$ cat src/rtl/seven_segment_to_byte.sv
// Recovers a byte from the 14 segment lines driving two hex digits: waits for a stable
// pattern, decodes each digit back to a nibble and strobes the result once per new pattern.
module seven_segment_to_byte #(
    parameter int STABLE_CYCLES  = 4,
    parameter bit SEG_ACTIVE_LOW = 1'b0
) (
    input  logic       i_Clk,
    input  logic       i_Rst,
    input  logic       i_Segment1_A,
    input  logic       i_Segment1_B,
    input  logic       i_Segment1_C,
    input  logic       i_Segment1_D,
    input  logic       i_Segment1_E,
    input  logic       i_Segment1_F,
    input  logic       i_Segment1_G,
    input  logic       i_Segment2_A,
    input  logic       i_Segment2_B,
    input  logic       i_Segment2_C,
    input  logic       i_Segment2_D,
    input  logic       i_Segment2_E,
    input  logic       i_Segment2_F,
    input  logic       i_Segment2_G,
    output logic [7:0] o_Byte,
    output logic       o_Valid,
    output logic       o_Error
);

    localparam int CW = $clog2(STABLE_CYCLES + 1);
    localparam logic [CW-1:0] CNT_MAX = CW'(STABLE_CYCLES);

    typedef enum logic [1:0] {
        S_WAIT,
        S_ACCEPT,
        S_HOLD
    } state_t;

    logic [13:0]   pins;
    logic [13:0]   segIn;
    logic [13:0]   seg_q, prev_q;
    logic [13:0]   last_d, last_q;
    logic [CW-1:0] cnt_d, cnt_q;
    state_t        state_d, state_q;
    logic [7:0]    byte_d, byte_q;
    logic          valid_d, valid_q;
    logic          error_d, error_q;
    logic          changed;
    logic [4:0]    decHi, decLo;

    // Bit order per digit is A..G from MSB to LSB; digit 1 occupies the upper seven bits.
    assign pins = {i_Segment1_A, i_Segment1_B, i_Segment1_C, i_Segment1_D,
                   i_Segment1_E, i_Segment1_F, i_Segment1_G,
                   i_Segment2_A, i_Segment2_B, i_Segment2_C, i_Segment2_D,
                   i_Segment2_E, i_Segment2_F, i_Segment2_G};
    assign segIn = SEG_ACTIVE_LOW ? ~pins : pins;

    // Returns {illegal, nibble}; an unrecognised code decodes as nibble 0.
    function automatic logic [4:0] decodeDigit(input logic [6:0] seg);
        logic [4:0] r;
        case (seg)
            7'b1111110: r = 5'h00;
            7'b0110000: r = 5'h01;
            7'b1101101: r = 5'h02;
            7'b1111001: r = 5'h03;
            7'b0110011: r = 5'h04;
            7'b1011011: r = 5'h05;
            7'b1011111: r = 5'h06;
            7'b1110000: r = 5'h07;
            7'b1111111: r = 5'h08;
            7'b1111011: r = 5'h09;
            7'b1110111: r = 5'h0A;
            7'b0011111: r = 5'h0B;
            7'b1001110: r = 5'h0C;
            7'b0111101: r = 5'h0D;
            7'b1001111: r = 5'h0E;
            7'b1000111: r = 5'h0F;
            default:    r = 5'h10;
        endcase
        return r;
    endfunction

    assign decHi   = decodeDigit(seg_q[13:7]);
    assign decLo   = decodeDigit(seg_q[6:0]);
    assign changed = (seg_q != prev_q);

    always_ff @(posedge i_Clk) begin
        if (i_Rst) begin
            seg_q   <= '0;
            prev_q  <= '0;
            cnt_q   <= '0;
            state_q <= S_WAIT;
            last_q  <= '0;
            byte_q  <= 8'h00;
            valid_q <= 1'b0;
            error_q <= 1'b0;
        end else begin
            seg_q   <= segIn;
            prev_q  <= seg_q;
            cnt_q   <= cnt_d;
            state_q <= state_d;
            last_q  <= last_d;
            byte_q  <= byte_d;
            valid_q <= valid_d;
            error_q <= error_d;
        end
    end

    // An all-off last pattern doubles as "nothing accepted", since blank is never accepted.
    always_comb begin
        cnt_d   = cnt_q;
        state_d = state_q;
        last_d  = last_q;
        byte_d  = byte_q;
        valid_d = 1'b0;
        error_d = error_q;

        if (changed) begin
            cnt_d = '0;
        end else if (cnt_q != CNT_MAX) begin
            cnt_d = cnt_q + 1'b1;
        end

        case (state_q)
            S_WAIT: begin
                if (!changed && cnt_d == CNT_MAX) begin
                    state_d = S_ACCEPT;
                    if (seg_q == '0) begin
                        last_d = '0;
                    end else if (seg_q != last_q) begin
                        last_d  = seg_q;
                        valid_d = 1'b1;
                        byte_d  = {decHi[3:0], decLo[3:0]};
                        error_d = decHi[4] | decLo[4];
                    end
                end
            end
            S_ACCEPT: begin
                state_d = changed ? S_WAIT : S_HOLD;
            end
            S_HOLD: begin
                if (changed) begin
                    state_d = S_WAIT;
                end
            end
            default: begin
                state_d = S_WAIT;
            end
        endcase
    end

    assign o_Byte  = byte_q;
    assign o_Valid = valid_q;
    assign o_Error = error_q;

endmodule

$ cat config.mk
export PLATFORM = sky130hd
export DESIGN_NAME = seven_segment_to_byte
export DESIGN_NICKNAME = d
export VERILOG_FILES = /design/src/rtl/seven_segment_to_byte.sv
export SDC_FILE = /design/constraint.sdc
export NUM_CORES = 1
export LEC_CHECK = 0
export ABC_AREA = 0
export BUFFER_PORTS_ARGS = -buffer_cell sky130_fd_sc_hd__clkbuf_2
export CORE_MARGIN = 4
export CORE_UTILIZATION = 35
export CTS_BUF_LIST = sky130_fd_sc_hd__clkbuf_4 sky130_fd_sc_hd__clkbuf_8 sky130_fd_sc_hd__clkbuf_16
export CTS_CLUSTER_DIAMETER = 150
export DETAILED_ROUTE_END_ITERATION = 10
export SLEW_MARGIN = 30
export SYNTH_ARGS = -nofsm -noshare
export SYNTH_HDL_FRONTEND = slang
export SYNTH_SLANG_ARGS = --single-unit
$ cat constraint.sdc
create_clock -name i_Clk -period 2.63 [get_ports i_Clk]
set_clock_uncertainty 0.2 [all_clocks]
set_input_delay 0.3945 -clock i_Clk [delete_from_list [all_inputs] [get_ports i_Clk]]
set_output_delay 0.3945 -clock i_Clk [all_outputs]
set_load 0.02 [all_outputs]
==> reports/results.txt, run 1 <==
Entering global routing, the biggest net connects 44 pins. The first-pass GRT wire length was 11000 µm; the die span in y was 102 µm. The synthesized design contains 0 enable-type register cells. Among all stages on the critical path, the largest delay is contributed by sky130_fd_sc_hd__nor4_1. The final hold slack came out at 56.2 ps. After detailed routing, the number of remaining DRC violations is 0. The number of nets produced by synthesis is 362.

In the synthesized netlist the async set-or-reset flop fraction comes to 0%. For this run the aggregate overflow at the end of global routing stands at 0. Summed over all layers, the routed wires come to 6620 µm.

Sequential elements use 36.9% of the synthesized area. For this design, the CTS-stage hold fixing added 0 buffers. The power per cell area was 578 mW/mm². The run finished with clean final reports.

The delay of the slowest cell on the worst path came out at 560 ps. The tools report the arrival time reported for the critical path endpoint as 2580 ps. Predominant post-synthesis flop cell: sky130_fd_sc_hd__dfxtp_1. After detailed routing, the average wire length per cell comes to 13.9 µm. The post-route fraction of the period consumed by the critical path was 97.1%. The category of the critical setup timing path is reg2reg. The mean number of vias per cell was 5.02.

The core area came out at 0.00864 mm². STA classifies the critical path endpoint as a flop. For this design, the sink count on the clock tree is 57. At the later pin of the worst-skew pair, clock insertion delay measures 340 ps.

The min-delay analysis places its worst path in the category in2reg. Across the VDD grid, the largest voltage drop is 0.360 mV. The number of global-route vias before repair came out at 2276.

The static leakage power came out at 1.51 nW. The initial antenna violation count is 0. The worst register-to-register path has a depth of 6. After layout, the minimum clock period comes to 2550 ps. The logic depth of the worst setup path including buffers is 6.

By area, the combinational part of the netlist is dominated by simple AND/OR/NAND/NOR gates. The floorplan has 34 rows. The number of antenna diodes in the final layout is 0. The net total in the final layout is 380, and the reported max-cap violation count is 0. Xor/xnor share of the synthesized area: 10.1%. 26 I/O pins were placed.

Data on the critical path is required at its endpoint by 2650 ps. Summing the areas of all fa, ha and maj instances in the mapped netlist gives 0.810% of the synthesized area. Across every metal layer, demand over resource in global routing totals 13.5%.

The proportion of layout cells with a drive suffix above 1 came out at 18.5%. Summed over all nets, the half-perimeter wirelength after detailed placement is 4560 µm. The finished layout holds 475 standard cells, fillers aside.

The tools report the relative max-transition margin as 58.6%. The Yosys step of the flow raised 0 warnings. Traced cell by cell, the critical path runs through buf_4 > nor4_1 > and4_1 > nand4b_4 > or2b_1 > o311a_1. Routability-driven placement finished with a final weighted congestion of 0.880. The number of iterations in the first detailed-routing pass is 4.

Once the floorplan was initialized, standard cells occupied 35.8% of the core. The synthesized flop and latch total came out at 57. The overall die area came out at 0.0104 mm².

Of all nets on the critical path, the largest fanout is 15. The run gives 0 as the number of endpoints with negative hold slack in the final report. Setup repair after global routing left no endpoint under its margin. Compared with the post-synthesis result, the final layout area differs by 13.4%.

Static timing analysis puts the maximum clock frequency at 392 MHz. Mean post-synth cell area: 8.98 µm². The mux share of post-synthesis cell area came out at 5.83%. The die extent in x came out at 102 µm. The logs give 0 for the number of setup violations in the final report and 3 for the H-tree level count. The first routing iteration left 131 violations.

The transition time of the tightest slew-check pin is 616 ps. Synthesis instantiated 58 different standard cells from the library. Once detail routing completed, the nets flagged for antenna violations numbered 0.

TritonCTS built the clock tree. The TritonCTS buffer count was 9. In the final timing run, aggregate negative setup slack is 0 ps.

The routed layout has 2383 vias. The worst setup path is launched from a flop. The final-report max-slew violation count is 0, and the clock transition at the registers of the reported paths is 70 ps.

The count of buffer and inverter cells on the critical path came out at 1. For the maximum clock insertion buffer count, the log shows 2. The tree is rooted in a sky130_fd_sc_hd__clkbuf_8. Critical path's top delay family: simple AND/OR/NAND/NOR gates.

The cell count after synthesis came out at 344. Once placement completed, the tool counted placed cells totaling 459. Along the worst hold path, the cell count comes to 2. The synthesized netlist devotes 11.1% of its cell area to compound gates.

Number of buffer cells added on primary ports: 25. After Yosys synthesis, and, or, nand and nor cells account for 27.0% of the synthesized area. Summing every instance area after synthesis gives 0.00309 mm².
## cell type report
class / count / area [µm²]
Fill cell: 869 / 5130
Clock inverter: 6 / 91.3
Inverter: 9 / 33.8
Multi-Input combinational cell: 243 / 1700
Clock buffer: 10 / 138
Sequential cell: 57 / 1140
Tap cell: 108 / 135
Timing Repair Buffer: 42 / 265
## per-stage QoR
stage	total power, mW	worst slack, ps	util [%]	area (µm²)
after global placement	1.11	115	37.9	3270
after CTS	2.05	76.7	40.5	3500
final	2.03	77.5	40.6	3500
after global routing	2.12	7.72	40.6	3500
after detailed placement	1.11	114	37.9	3270
after floorplan	1.07	502	-	3090
## flip-flops by register name, indices dropped and copies added, names as in the netlist
| register | cells |
|---|---|
| seg_q | 14 |
| last_q | 14 |
| state_q | 2 |
| prev_q | 14 |
| o_Valid | 1 |
| o_Error | 1 |
| cnt_q | 3 |
| o_Byte | 8 |
## power by group
part	switching (mW)	internal (mW)	total (mW)
Sequential	0.0240	0.883	0.907
Combinational	0.105	0.0827	0.188
Clock	0.370	0.562	0.932
## worst paths after layout
check	start	endpoint	slack, ps
worst max-delay path	seg_q[1]	o_Byte[4]	80
worst min-delay path	i_Segment1_F	seg_q[8]	60
worst max register to register	seg_q[1]	o_Byte[4]	80
worst min register to register	o_Byte[3]	o_Byte[3]	260
## cells in the final DEF, fill, tap and decap left out, types with 2 or more instances in the layout
master,n
sky130_fd_sc_hd__nand4bb_1,2
sky130_fd_sc_hd__clkinv_4,3
sky130_fd_sc_hd__nor2b_1,32
sky130_fd_sc_hd__nor3b_1,2
sky130_fd_sc_hd__inv_1,9
sky130_fd_sc_hd__nand3_1,10
sky130_fd_sc_hd__o21ai_0,6
sky130_fd_sc_hd__xnor2_2,3
sky130_fd_sc_hd__a21oi_1,9
sky130_fd_sc_hd__bufinv_16,2
sky130_fd_sc_hd__nor4b_1,2
sky130_fd_sc_hd__nand3b_1,4
sky130_fd_sc_hd__o22ai_1,4
sky130_fd_sc_hd__clkbuf_8,10
sky130_fd_sc_hd__dfxtp_1,57
sky130_fd_sc_hd__buf_4,16
sky130_fd_sc_hd__ha_1,2
sky130_fd_sc_hd__nor4_1,11
sky130_fd_sc_hd__a41oi_1,3
sky130_fd_sc_hd__nor3_1,6
sky130_fd_sc_hd__clkbuf_2,25
sky130_fd_sc_hd__nand2_1,14
sky130_fd_sc_hd__nor2_1,34
sky130_fd_sc_hd__and3_1,2
sky130_fd_sc_hd__xnor2_1,15
sky130_fd_sc_hd__or3_1,4
sky130_fd_sc_hd__mux2i_1,18
sky130_fd_sc_hd__a211oi_1,2
sky130_fd_sc_hd__o21bai_1,3
sky130_fd_sc_hd__xor2_1,15
sky130_fd_sc_hd__nand2b_1,4
sky130_fd_sc_hd__a2bb2oi_1,2
sky130_fd_sc_hd__nand4_1,5
sky130_fd_sc_hd__nand4b_1,3
sky130_fd_sc_hd__o211ai_1,3
## per-layer routing
| metal | track usage, % | wire, µm |
|---|---|---|
| met3 | 5.26 | 341 |
| met2 | 20.3 | 3030 |
| met1 | 18.2 | 3190 |
| met4 | 3.83 | 62 |
| met5 | 0 | 0 |
## synth_stat cells, drive strengths merged, types with 2 or more instances
cell,number,area (µm²)
o21bai,3,22.5
clkbuf,10,37.5
nor2,34,128
nand4bb,2,22.5
a41oi,3,26.3
xor2,15,131
inv,9,33.8
nor4b,2,17.5
o22ai,4,25.0
a211oi,2,15.0
nor3,6,30.0
dfxtp,57,1140
or2,2,12.5
ha,2,25.0
and3,2,12.5
nor3b,2,15.0
o21ai,6,30.0
nor2b,32,200
xnor2,18,180
o211ai,4,43.8
nand2,14,52.6
or3,4,25.0
mux2i,18,180
a2bb2oi,2,17.5
a21oi,9,45.0
nand4b,4,50.1
buf,25,184
nand4,5,31.3
nor4,12,90.1
nand3,10,50.1
nand2b,4,25.0
nand3b,4,30.0
## worst reg2reg max path: cells and delay by family (launching register included)
kind	cells	cell delay [ps]
and+or+nand+nor	4	1540
AOI/OAI and AO/OA	1	120
DFF	1	380
buffers and inverters	1	210
## repair_timing
action                                  4_1_cts  5_1_grt
endpoints found under the setup margin        0        1
gates resized for setup                       0        1
setup buffers                                 0        0
## cells by family after synthesis
group / Yosys count
AND/OR/NAND/NOR: 144
flip-flops: 57
AO/OA/AOI/OAI: 46
multiplexers: 18
XOR/XNOR: 33
adder cells (fa/ha/maj): 2
buffers and inverters: 44
Power figures use the tool's default switching activity.
==> inputs of run 2 (changes only) <==
--- a/config.mk
+++ b/config.mk
@@ -7,3 +7,2 @@
 export LEC_CHECK = 0
-export ABC_AREA = 0
 export BUFFER_PORTS_ARGS = -buffer_cell sky130_fd_sc_hd__clkbuf_2
==> constraint.sdc (replaced) <==
create_clock -name i_Clk -period 2.63 [get_ports i_Clk]
set_clock_uncertainty 0.2 [all_clocks]
set_input_delay 0.1315 -clock i_Clk [delete_from_list [all_inputs] [get_ports i_Clk]]
set_output_delay 0.1315 -clock i_Clk [all_outputs]
set_load 0.02 [all_outputs]
==> reports/results.txt, run 2 (same netlist as run 1, synthesis figures left out) <==
The clock transition at the registers of the reported paths came out at 60 ps. Leaving out fill and tap cells, the most frequent cell in the layout is sky130_fd_sc_hd__dfxtp_1. Summing all multi-input logic gate instances after layout gives 0.00169 mm². Routability-driven placement congestion ratio: 0.854. The tools report the overall die area as 0.0104 mm².

In this run the worst hold path is classified as reg2reg. Setup violations remaining at the end of the flow were counted as 0. The total overflow left after global routing is 0. The top cell types in the final layout, fill and taps aside, are 57 x sky130_fd_sc_hd__dfxtp_1, 34 x sky130_fd_sc_hd__nor2_1, 32 x sky130_fd_sc_hd__nor2b_1.

Library cell used as clock root buffer: sky130_fd_sc_hd__clkbuf_8. The initial cell density of the core is 35.8%. Post-CTS timing repair inserted 0 buffers for setup. The worst-case IR drop observed on VDD is 0.400 mV. Arrival time reported for the critical path endpoint: 2490 ps. The run finished with clean final reports. In this run, the clock network consumes 41.9% of the power. The critical path's top delay family is simple AND/OR/NAND/NOR gates.

The logs give 2341 for the number of global-route vias before repair and 0 for the number of endpoints with negative hold slack in the final report. In this run, CTS created clock tree buffers numbering 9. The delay of the slowest cell on the worst path is 560 ps. The accumulated negative setup slack was 0 ps; the mean number of vias per cell was 4.96. During I/O placement, the number of pins put on the boundary was 26.

The final layout contains routed wiring with a total length of 6540 µm. In this run the remaining antenna-violating nets after routing total 0. Remaining routing DRC violations: 0.

The relative max-transition margin was 46.6%; the net total in the final layout was 394. The initial antenna violation count is 0, and the post-route fraction of the period consumed by the critical path is 93.7%. For the core area, the log shows 0.00864 mm².

In this run, flip-flops and latches consume 47.4% of the power. In the global route stage, overall resource usage came out at 13.8%. The internal power of the cells totals 1.44 mW. The detailed router placed 2421 vias in this run.

The design draws 1.91 mW. Power spread over the standard cell area amounts to 531 mW/mm². At the pin with the least slew margin, the transition time is 801 ps. The floorplan step set the die height to 102 µm.

The analysis attributes to net switching a power of 0.477 mW. TritonCTS built the clock tree. Setup repair after global routing left no endpoint under its margin. The run gives 2650 ps as the required time of the critical path. No sink is reached through more buffers than the 2 on the longest clock path. The detail-routed net length per standard cell is 13.4 µm. The pre-antenna-repair detailed-routing pass consisted of 4 iterations. Detailed placement finished with a half-perimeter wire length of 4600 µm. The first global-routing pass estimated 11200 µm of wire. The critical-path cell with the highest stage delay is sky130_fd_sc_hd__nor4_1. The largest registers in the layout are last_q x14, prev_q x14, seg_q x14. The analysis attributes to cell leakage a power of 1.55 nW. In this run the number of H-tree levels came out at 3.

The proportion of layout cells with a drive suffix above 1 is 17.4%. From synthesis to final layout, the design area changed by 16.6%. In this run, the number of DRC markers left after iteration 0 of detailed routing was 141. The final-report max-slew violation count was 0.

The die is 102 µm wide. The critical path is of the reg2reg type. Across the run, the number of max-cap violations was 0. Walking the worst path, the cells encountered are buf_4 > nor4_1 > and4_1 > nand4b_4 > or2b_1 > o311a_1. The initialized floorplan defines 34 standard-cell rows.

The clock net sink count is 57. The register area was 0.00114 mm². Pin count of the biggest net entering global routing: 40. For this run, the top clock speed supported by timing is 406 MHz. The worst setup path is captured at a flop. The run gives 862 as the number of fillers in the final layout.

STA classifies the critical path startpoint as a flop. At the later pin of the worst-skew pair, clock insertion delay measures 330 ps. For the share of power burned in combinational logic, the log shows 10.6%. The largest fanout on the critical path came out at 15.

Net switching fraction of the power: 25.0%. The count of buffer and inverter cells on the critical path is 1. The tools report the antenna diode instance count as 0. Subtracting the final worst setup slack from the clock period gives 2470 ps.

The number of buffer cells added on primary ports is 25.
[run 2: changes by cell type in the layout (fill, tap and decap cells not counted), sizes merged]
cell,before,now
clkinvlp,0,1
dlygate4sd3,0,14
bufinv,2,1
clkinv,4,3
[run 2: stage by stage]
| step | util (%) | setup slack, ps | cell area [µm²] | std cells | hold slack [ps] |
|---|---|---|---|---|---|
| finish | 41.7 | 165 | 3600 | 488 | 251 |
| global route | 41.7 | 26.8 | 3600 | 488 | 288 |
| global placement | 37.9 | 125 | 3270 | 459 | 140 |
| CTS | 41.7 | 133 | 3600 | 488 | 257 |
| floorplan | - | 502 | 3090 | 344 | 59.7 |
| detailed placement | 37.9 | 146 | 3270 | 459 | 144 |
[run 2: power by group through the flow]
stage                     clock [mW]  sequential, mW  combinational (mW)
final                          0.802           0.907               0.204
after global routing           0.867           0.910               0.224
after CTS                      0.831           0.907               0.204
after detailed placement           0           0.927               0.188
after global placement             0           0.927               0.186
after floorplan                    0           0.912               0.161
[run 2: tightest hold or removal path, cell delays in order, from the launching register on]
cell,delay [ps]
sky130_fd_sc_hd__dfxtp_1,310
sky130_fd_sc_hd__nand2_1,50
sky130_fd_sc_hd__a21oi_1,50
[run 2: worst paths after layout]
kind / slack (ps) / end / from / cells after the start
setup reg to reg: 160 / o_Byte[4] / seg_q[0] / 6
hold reg to reg: 250 / o_Byte[3] / o_Byte[3] / 2
hold / removal: 250 / o_Byte[3] / o_Byte[3] / 2
setup / recovery: 160 / o_Byte[4] / seg_q[0] / 6
[run 2: area by class of cell]
cell class / count / share of cell area (%)
Sequential cell: 57 / 31.7
Multi-Input combinational cell: 243 / 47.0
Tap cell: 108 / 3.75
Inverter: 9 / 0.937
Clock inverter: 5 / 1.56
Timing Repair Buffer: 56 / 11.2
Clock buffer: 10 / 3.82
[run 2: layer usage]
layer / track usage [%] / up-vias / share of wire, %
li1: - / 1252 / -
met1: 18.7 / 1117 / 48
met2: 21.0 / 45 / 46
met3: 4.03 / 7 / 4.8
met4: 4.54 / 0 / 1.1
met5: 0 / - / 0
[run 2: repair_timing]
| action | in CTS | in global routing |
|---|---|---|
| hold buffers | 14 | 0 |
| resized for setup | 0 | 0 |
| endpoints found under the hold margin | 14 | 0 |
